==> src/rtl/cdc_dst_multi_chan.sv <==
// Read side of NumChan independent gray-pointer CDC FIFOs, dst clock domain.
// Per-channel wptr synchroniser, fill level, optional output register, shared isolate/drain FSM.
module cdc_dst_multi_chan #(
  parameter int unsigned NumChan    = 5,
  parameter int unsigned DataWidth  = 32,
  parameter int unsigned LogDepth   = 2,
  parameter int unsigned SyncStages = 2,
  parameter bit          RegOut     = 1'b1
) (
  input  logic                                         dst_clk_i,
  input  logic                                         dst_rst_i,
  input  logic [NumChan*(2**LogDepth)*DataWidth-1:0]   async_data_i,
  input  logic [NumChan*(LogDepth+1)-1:0]              async_wptr_i,
  output logic [NumChan*(LogDepth+1)-1:0]              async_rptr_o,
  output logic [NumChan*DataWidth-1:0]                 dst_data_o,
  output logic [NumChan-1:0]                           dst_valid_o,
  input  logic [NumChan-1:0]                           dst_ready_i,
  output logic [NumChan*(LogDepth+1)-1:0]              dst_level_o,
  input  logic                                         isolate_i,
  output logic                                         isolated_o
);

  localparam int unsigned Depth = 2**LogDepth;
  localparam int unsigned PtrW  = LogDepth + 1;

  typedef enum logic [1:0] {
    RUN   = 2'd0,
    DRAIN = 2'd1,
    ISO   = 2'd2
  } iso_state_e;

  iso_state_e state_q;
  logic       gate;

  assign gate = (state_q == RUN);

  // isolated_o is updated alongside the state so it always equals (state_q == ISO)
  always_ff @(posedge dst_clk_i or posedge dst_rst_i) begin
    if (dst_rst_i) begin
      state_q    <= RUN;
      isolated_o <= 1'b0;
    end else begin
      unique case (state_q)
        RUN: begin
          if (isolate_i) state_q <= DRAIN;
          isolated_o <= 1'b0;
        end
        DRAIN: begin
          if (!isolate_i)                  state_q <= RUN;
          else if (dst_valid_o == '0)      state_q <= ISO;
          isolated_o <= isolate_i && (dst_valid_o == '0);
        end
        ISO: begin
          if (!isolate_i) state_q <= RUN;
          isolated_o <= isolate_i;
        end
        default: begin
          state_q    <= RUN;
          isolated_o <= 1'b0;
        end
      endcase
    end
  end

  for (genvar c = 0; c < NumChan; c++) begin : g_chan
    logic [PtrW-1:0]      sync_q [SyncStages];
    logic [PtrW-1:0]      wptr_sync;
    logic [PtrW-1:0]      wptr_bin;
    logic [PtrW-1:0]      rptr_q;
    logic [PtrW-1:0]      rptr_next;
    logic [PtrW-1:0]      rptr_gray_q;
    logic [DataWidth-1:0] entries [Depth];
    logic [DataWidth-1:0] rd_data;
    logic                 empty;
    logic                 pop;

    for (genvar i = 0; i < Depth; i++) begin : g_entry
      assign entries[i] = async_data_i[(c*Depth+i)*DataWidth +: DataWidth];
    end

    always_ff @(posedge dst_clk_i or posedge dst_rst_i) begin
      if (dst_rst_i) begin
        for (int unsigned i = 0; i < SyncStages; i++) sync_q[i] <= '0;
      end else begin
        sync_q[0] <= async_wptr_i[c*PtrW +: PtrW];
        for (int unsigned i = 1; i < SyncStages; i++) sync_q[i] <= sync_q[i-1];
      end
    end

    assign wptr_sync = sync_q[SyncStages-1];

    always_comb begin
      wptr_bin = '0;
      for (int unsigned i = 0; i < PtrW; i++) wptr_bin[i] = ^(wptr_sync >> i);
    end

    assign empty     = (wptr_sync == (rptr_q ^ (rptr_q >> 1)));
    assign rd_data   = entries[rptr_q[LogDepth-1:0]];
    assign rptr_next = rptr_q + PtrW'(pop);

    always_ff @(posedge dst_clk_i or posedge dst_rst_i) begin
      if (dst_rst_i) begin
        rptr_q      <= '0;
        rptr_gray_q <= '0;
      end else begin
        rptr_q      <= rptr_next;
        rptr_gray_q <= rptr_next ^ (rptr_next >> 1);
      end
    end

    assign async_rptr_o[c*PtrW +: PtrW] = rptr_gray_q;
    assign dst_level_o[c*PtrW +: PtrW]  = wptr_bin - rptr_q;

    if (RegOut) begin : g_reg
      logic                 stage_v;
      logic [DataWidth-1:0] stage_d;

      assign pop = !empty && gate && (!stage_v || dst_ready_i[c]);

      always_ff @(posedge dst_clk_i or posedge dst_rst_i) begin
        if (dst_rst_i) begin
          stage_v <= 1'b0;
          stage_d <= '0;
        end else if (pop) begin
          stage_v <= 1'b1;
          stage_d <= rd_data;
        end else if (dst_ready_i[c]) begin
          stage_v <= 1'b0;
        end
      end

      assign dst_valid_o[c]                       = stage_v;
      assign dst_data_o[c*DataWidth +: DataWidth] = stage_d;
    end else begin : g_fall
      // held_q keeps a beat offered in RUN visible after the gate closes
      logic held_q;
      logic valid;

      assign valid = !empty && (gate || held_q);
      assign pop   = valid && dst_ready_i[c];

      always_ff @(posedge dst_clk_i or posedge dst_rst_i) begin
        if (dst_rst_i) held_q <= 1'b0;
        else           held_q <= valid && !dst_ready_i[c];
      end

      assign dst_valid_o[c]                       = valid;
      assign dst_data_o[c*DataWidth +: DataWidth] = rd_data;
    end
  end

endmodule

==> config.mk <==
export PLATFORM = sky130hd
export DESIGN_NAME = cdc_dst_multi_chan
export DESIGN_NICKNAME = d
export VERILOG_FILES = /design/src/rtl/cdc_dst_multi_chan.sv
export SDC_FILE = /design/constraint.sdc
export NUM_CORES = 1
export LEC_CHECK = 0
export CORE_AREA = 2 2 332 334
export CTS_CLUSTER_DIAMETER = 40
export DETAILED_ROUTE_END_ITERATION = 10
export DIE_AREA = 0 0 334 336
export SKIP_LAST_GASP = 1
export SLEW_MARGIN = 20
export SYNTH_ARGS = -nofsm -noshare
export SYNTH_HDL_FRONTEND = slang
export SYNTH_SLANG_ARGS = --single-unit
export TNS_END_PERCENT = 1
==> constraint.sdc <==
create_clock -name dst_clk_i -period 19.3 [get_ports dst_clk_i]
set_input_delay 1.93 -clock dst_clk_i [delete_from_list [all_inputs] [get_ports dst_clk_i]]
set_output_delay 1.93 -clock dst_clk_i [all_outputs]
set_load 0.005 [all_outputs]
==> reports/metrics.yaml, run 1 <==
outcome: "complete, no violations"
synthTopCellsByArea: "dfrtp_1 (42%), mux4_2 (27%), mux2_4 (16%)"
rows: 121
hold_viol: 0
drt-total-wl_um: 69100
synth-async-reset-ratio: 1.00
die_x_um: 334
synth_commonest_cells: "dfrtp_1 (223), mux4_2 (160), mux2_4 (145)"
hold_depth: 0
clock_tree.htree_level_count: 2
synth-edff-count: 0
cts_max_path_buffers: 3
drv_slew: 0
crit_type: "flop to primary output"
synth.most_common_cell: "dfrtp_1"
ys.flop_type: "dfrtp_1"
synth-seq-cells: 223
synth-seq-area-share: 0.422
final_nets: 2310
dp.cells: 2986
clk_pin_slew_ns: 0.06
r2r_end: "g_chan[3].rptr_gray_q[1]"
vias: 10800
yosys_warnings: 0
grt_pass1_vias: 12100
postCtsSetupRepairBufs: 0
r2r.worst_path.cells: 9
n_fill_cell: 11400
startpoint_type: "flop"
synth_cells: 762
utilization: 0.231
timing.hold.ws_ns: 0.345
drive_gt1_frac: 0.267
hold_class: "flop to flop"
netlist_area_mm2: 0.0132
setup_violations: 0
drv_cap: 0
dp_hpwl_um: 57100
r2r_slack_ns: 16.04
ios: 859
routedWlPerCell_um: 22.4
worstPathMaxFanout: 35
slew_headroom: 0.411
drtIter0Drc: 420
cp.required_ns: 17.37
clk-insertion-delay-late_ns: 0.58
cts-root-buf: "clkbuf_16"
fmax_mhz: 200
endpoint_kind: "primary output"
cp_data_arrival_time_ns: 3.07
setup-tns-final_ns: 0
hold-path-endpoint: "g_chan[0].wptr_sync[0]"
yosys.area.top_type: "dfrtp_1"
grt_pass1_wl_um: 92500
p_leak_uw: 0.00963
synth_top_area_share: 0.422
globalplace.congestion: 0.854
syn_avg_cell_area_um2: 17.4
cts.hold.buffers_added: 0
dieArea_mm2: 0.112
rsz0062_at_grt: "no"
cts.repair.resized: 0
coreArea_mm2: 0.108
start_util: 0.122
worstMarginPinSlew_ns: 0.883
finClkSkew_ns: 0.0308
die_h_um: 336
numCtsBuffers: 49
grt_antenna_before_repair: 16
layoutNonFillerInstCount: 3083
fin_crit_sh: 0.259
ir_worst_vdd_mv: 0.0686
r2r_start: "g_chan[3].rptr_q[0]"
synth_cell_types: 29
io_buffer_count: 858
grt_max_degree: 100
ant_nets: 0
synth_fp_nets: 1449
setup_slack_ns: 14.30
via_per_inst: 3.50
post-route-drc-count: 0
worstHoldStart: "g_chan[0].sync_q[3]"
grt_overflow_total: 0
cts.sinks: 223
pre_cts_slack_ns: 14.84
grtUsageTotal: 0.118
power-per-cell-area_mw_per_mm2: 155
cts_tree: "done"
area_growth_pct: 89.5
period_minus_slack_ns: 5.00
drt-pass1-iter-count: 4
[layout make-up]
class                           count  area [um2]  share of cell area
Timing Repair Buffer              876        8720               0.348
Multi-Input combinational cell    450        7150               0.285
Sequential cell                   223        5590               0.223
Tap cell                         1414        1770              0.0705
Clock buffer                       59        1360              0.0540
Clock inverter                     29         379              0.0151
Inverter                           23        93.8             0.00374
Antenna cell                        9        22.5            0.000898
[registers in the layout, indices dropped and copies added, names as in the netlist]
register and flops:
state_q 2, g_chan.sync_q 15, g_chan.rptr_gray_q 15, g_chan.wptr_sync 15, g_chan.g_reg.stage_v 5, g_chan.rptr_q 10
isolated_o 1, g_chan.g_reg.stage_d 160
[critical path: stages (launching register included)]
cell and delay (ns):
dfrtp_2 0.33, buf_4 0.53, ha_1 0.26, inv_1 0.05
fa_1 0.40, xor2_1 0.21, xnor2_1 0.15, clkdlybuf4s50_1 0.55
[cell families (layout without fill, tap and decap cells)]
kind of cell | Yosys count | in the layout | synth area share
buffers and inverters | 89 | 987 | 0.0386
adders and majority gates | 24 | 24 | 0.0255
AOI/OAI and AO/OA | 33 | 33 | 0.0225
DFF | 223 | 223 | 0.422
and+or+nand+nor | 30 | 30 | 0.0135
other | 0 | 9 | 0
muxes | 323 | 323 | 0.452
xor gates and xnor gates | 40 | 40 | 0.0265
[report_power, final]
group / switching [uW] / leakage [uW] / total [uW] / internal (uW)
Sequential: 154 / 0.00260 / 849 / 695
Clock: 290 / 0.000840 / 882 / 593
Combinational: 882 / 0.00619 / 2170 / 1280
Total: 1320 / 0.00963 / 3900 / 2570
[how the worst max path moves through the flow]
stage                                    from                    endpoint  cells past startpoint
after floorplan                     dst_rst_i  g_chan[0].g_reg.stage_d[0]                      1
after global placement    g_chan[0].rptr_q[0]              dst_level_o[2]                      7
after detailed placement  g_chan[0].rptr_q[0]              dst_level_o[2]                      7
after CTS                 g_chan[0].rptr_q[0]              dst_level_o[2]                      7
after global routing      g_chan[1].rptr_q[0]              dst_level_o[5]                      7
final                     g_chan[1].rptr_q[0]              dst_level_o[5]                      7
[cell usage in the layout, fill, tap and decap left out, types with 2 or more instances in the layout]
cell / instances
a211oi_2: 5
a211oi_4: 5
a21oi_1: 6
and2_1: 5
buf_4: 18
bufinv_16: 7
clkbuf_1: 2
clkbuf_16: 50
clkbuf_8: 7
clkdlybuf4s50_1: 858
clkinv_2: 7
clkinv_4: 3
clkinvlp_4: 6
dfrtp_1: 216
dfrtp_2: 7
diode_2: 9
fa_1: 5
ha_1: 19
inv_1: 22
inv_6: 4
inv_8: 2
mux2_2: 17
mux2_4: 145
mux4_2: 160
nand2_1: 2
nand2b_1: 5
nand3_1: 5
nand3b_1: 5
nor2_1: 2
o21ai_0: 11
o2bb2ai_1: 5
or3_1: 5
xnor2_1: 10
xor2_1: 30
[through the flow]
step | area [um2] | total power [uW]
final | 25100 | 3900
after global routing | 25100 | 4130
after CTS | 25100 | 4000
after detailed placement | 23300 | 3070
after global placement | 23300 | 3070
after floorplan | 13200 | 2040
[routing by layer]
layer	share of wire	track usage	up-vias	routed length, um
met1	0.39	0.136	5411	26800
met2	0.49	0.199	586	33800
met4	0.030	0.0392	4	2080
met5	0.00029	0.00809	-	20
li1	-	-	4718	-
met3	0.092	0.0440	83	6350
No activity file was read; power rests on OpenSTA's default activity.
==> inputs of run 2 (changes only) <==
CORE_AREA = 2 2 335 337   (was 2 2 332 334)
DIE_AREA = 0 0 337 339   (was 0 0 334 336)
clock period = 4.7 ns   (was 19.3 ns; I/O delays follow)
==> run 2 against run 1 <==
  * First-iteration DRC count shrank 17%
  * Clock-buffer cell count grew 5
  * Critical path depth grew 1
  * Sequential cell count is the same
  * Combinational power grew to 4.0 times the previous value
  * Cell count grew 3.2%
  * Core utilization is essentially flat
  * Clock skew grew 0.026 ns
  * Die area grew 1.8%
  * Sequential share of layout area shrank 0.44 points
  * Sequential power grew to 4.3 times the previous value
  * Clock power grew to 4.8 times the previous value
  * Critical path type unchanged
==> reports/metrics.yaml, run 2 (synthesized netlist as in run 1, its figures left out) <==
switchingPower_uw: 5770
cts_tree: "done"
clock_tree.htree_level_count: 2
r2r.worst_path.cells: 6
cts.sinks: 223
rows: 122
cts-root-buf: "clkbuf_16"
fin_crit_sh: 0.787
power.total_uw: 16600
via_per_inst: 3.42
dp_hpwl_um: 58900
drv_slew: 0
clk-insertion-delay-late_ns: 0.64
grt_pass1_wl_um: 95000
comb_power_share: 0.525
dieArea_mm2: 0.114
pre_cts_slack_ns: 1.56
seq_area_mm2: 0.00559
p_leak_uw: 0.00981
dp.cells: 3062
drt-pass1-iter-count: 4
die_x_um: 337
routedWlPerCell_um: 22.3
ant_nets: 0
start_util: 0.120
ir_worst_vdd_mv: 0.300
final_common_cell: "clkdlybuf4s50_1"
numCtsBuffers: 59
drtIter0Drc: 348
period_minus_slack_ns: 3.70
area_growth_pct: 93.3
largest_reg_flops: 160
vias: 10900
grt_overflow_total: 0
p_clk_frac: 0.256
rsz0062_at_grt: "no"
cts.hold.buffers_added: 0
crit_type: "flop to primary output"
drive_gt1_frac: 0.279
hold_viol: 0
ios: 859
internal-power_uw: 10900
power-per-cell-area_mw_per_mm2: 650
layoutNonFillerInstCount: 3181
grt_antenna_before_repair: 27
worstMarginPinSlew_ns: 0.877
drt-total-wl_um: 71000
die_h_um: 339
slew_headroom: 0.415
slowest_stage: "clkdlybuf4s50_1"
outcome: "complete, no violations"
swShare: 0.347
postCtsSetupRepairBufs: 0
crit_chain: "xor2_1, xnor2_1, ha_1, inv_1, fa_1, xor2_1, xnor2_1, clkdlybuf4s50_1"
cts.repair.resized: 0
worstPathMaxFanout: 6
cts_max_path_buffers: 3
grt_pass1_vias: 12300
sequentialPowerShare: 0.219
final_cell_mix: "clkdlybuf4s50_1 (858), dfrtp_1 (215), mux4_2 (160)"
post-route-drc-count: 0
finClkSkew_ns: 0.0567
cp.required_ns: 4.23
grtUsageTotal: 0.120
fmax_mhz: 270
multi_input_area_mm2: 0.00715
setup_violations: 0
setup-tns-final_ns: 0
coreArea_mm2: 0.110
final_nets: 2322
critPathTopFamily: "XOR/XNOR gates"
io_buffer_count: 858
cp_num_cells: 8
endpoint_kind: "primary output"
clk_pin_slew_ns: 0.06
path_buf_inv: 2
globalplace.congestion: 0.875
setup_slack_ns: 1.00
cp_data_arrival_time_ns: 3.23
n_fill_cell: 11700
drv_cap: 0
grt_max_degree: 69
startpoint_type: "flop"
worst_path_largest_cell_delay_ns: 0.63
hold_class: "input port to asynchronous set/reset pin"
top_register: "g_chan.g_reg.stage_d"
[run 2: layout make-up]
class / instances / share of cell area
diodes: 7 / 0.000685
clock buffers: 64 / 0.0592
clock inverters: 48 / 0.0231
inverters: 23 / 0.00352
multi-input cells: 450 / 0.279
flip-flops and latches: 223 / 0.218
well taps: 1488 / 0.0728
repair buffers: 878 / 0.343
[run 2: final timing paths]
kind                                        start                          end  slack [ns]
setup / recovery           g_chan[3].wptr_sync[2]              dst_level_o[11]        1.00
min in group dst_clk_i           async_wptr_i[12]          g_chan[4].sync_q[3]        0.27
hold / removal                          dst_rst_i  g_chan[1].g_reg.stage_d[10]        0.22
setup reg to reg                       state_q[1]  g_chan[2].g_reg.stage_d[29]        1.68
hold reg to reg               g_chan[3].sync_q[3]       g_chan[3].wptr_sync[0]        0.35
max in group asynchronous               dst_rst_i   g_chan[3].g_reg.stage_d[2]        3.36
[run 2: stage by stage]
stage | hold WS, ns | cell area [um2] | util
after floorplan | 0.331 | 13200 | -
after global routing | 0.203 | 25600 | 0.232
after global placement | 0.336 | 23500 | 0.213
after CTS | 0.170 | 25600 | 0.232
final | 0.219 | 25600 | 0.232
after detailed placement | 0.336 | 23500 | 0.213
[run 2: power groups by stage]
stage          logic, uW  registers, uW  clock network [uW]
5_1_grt             9310           3790                4510
3_5_place_dp        8950           3680                   0
3_3_place_gp        8900           3710                   0
4_1_cts             9000           3690                4420
2_1_floorplan       5000           3390                   0
6_report            8730           3640                4260
[run 2: layer usage]
metal  global-route usage  wire (um)  vias up
li1                     -          -     4761
met1                0.135      26300     5409
met2                0.209      35500      591
met3               0.0430       7360      101
met4               0.0378       1760       14
met5                    0         79        -
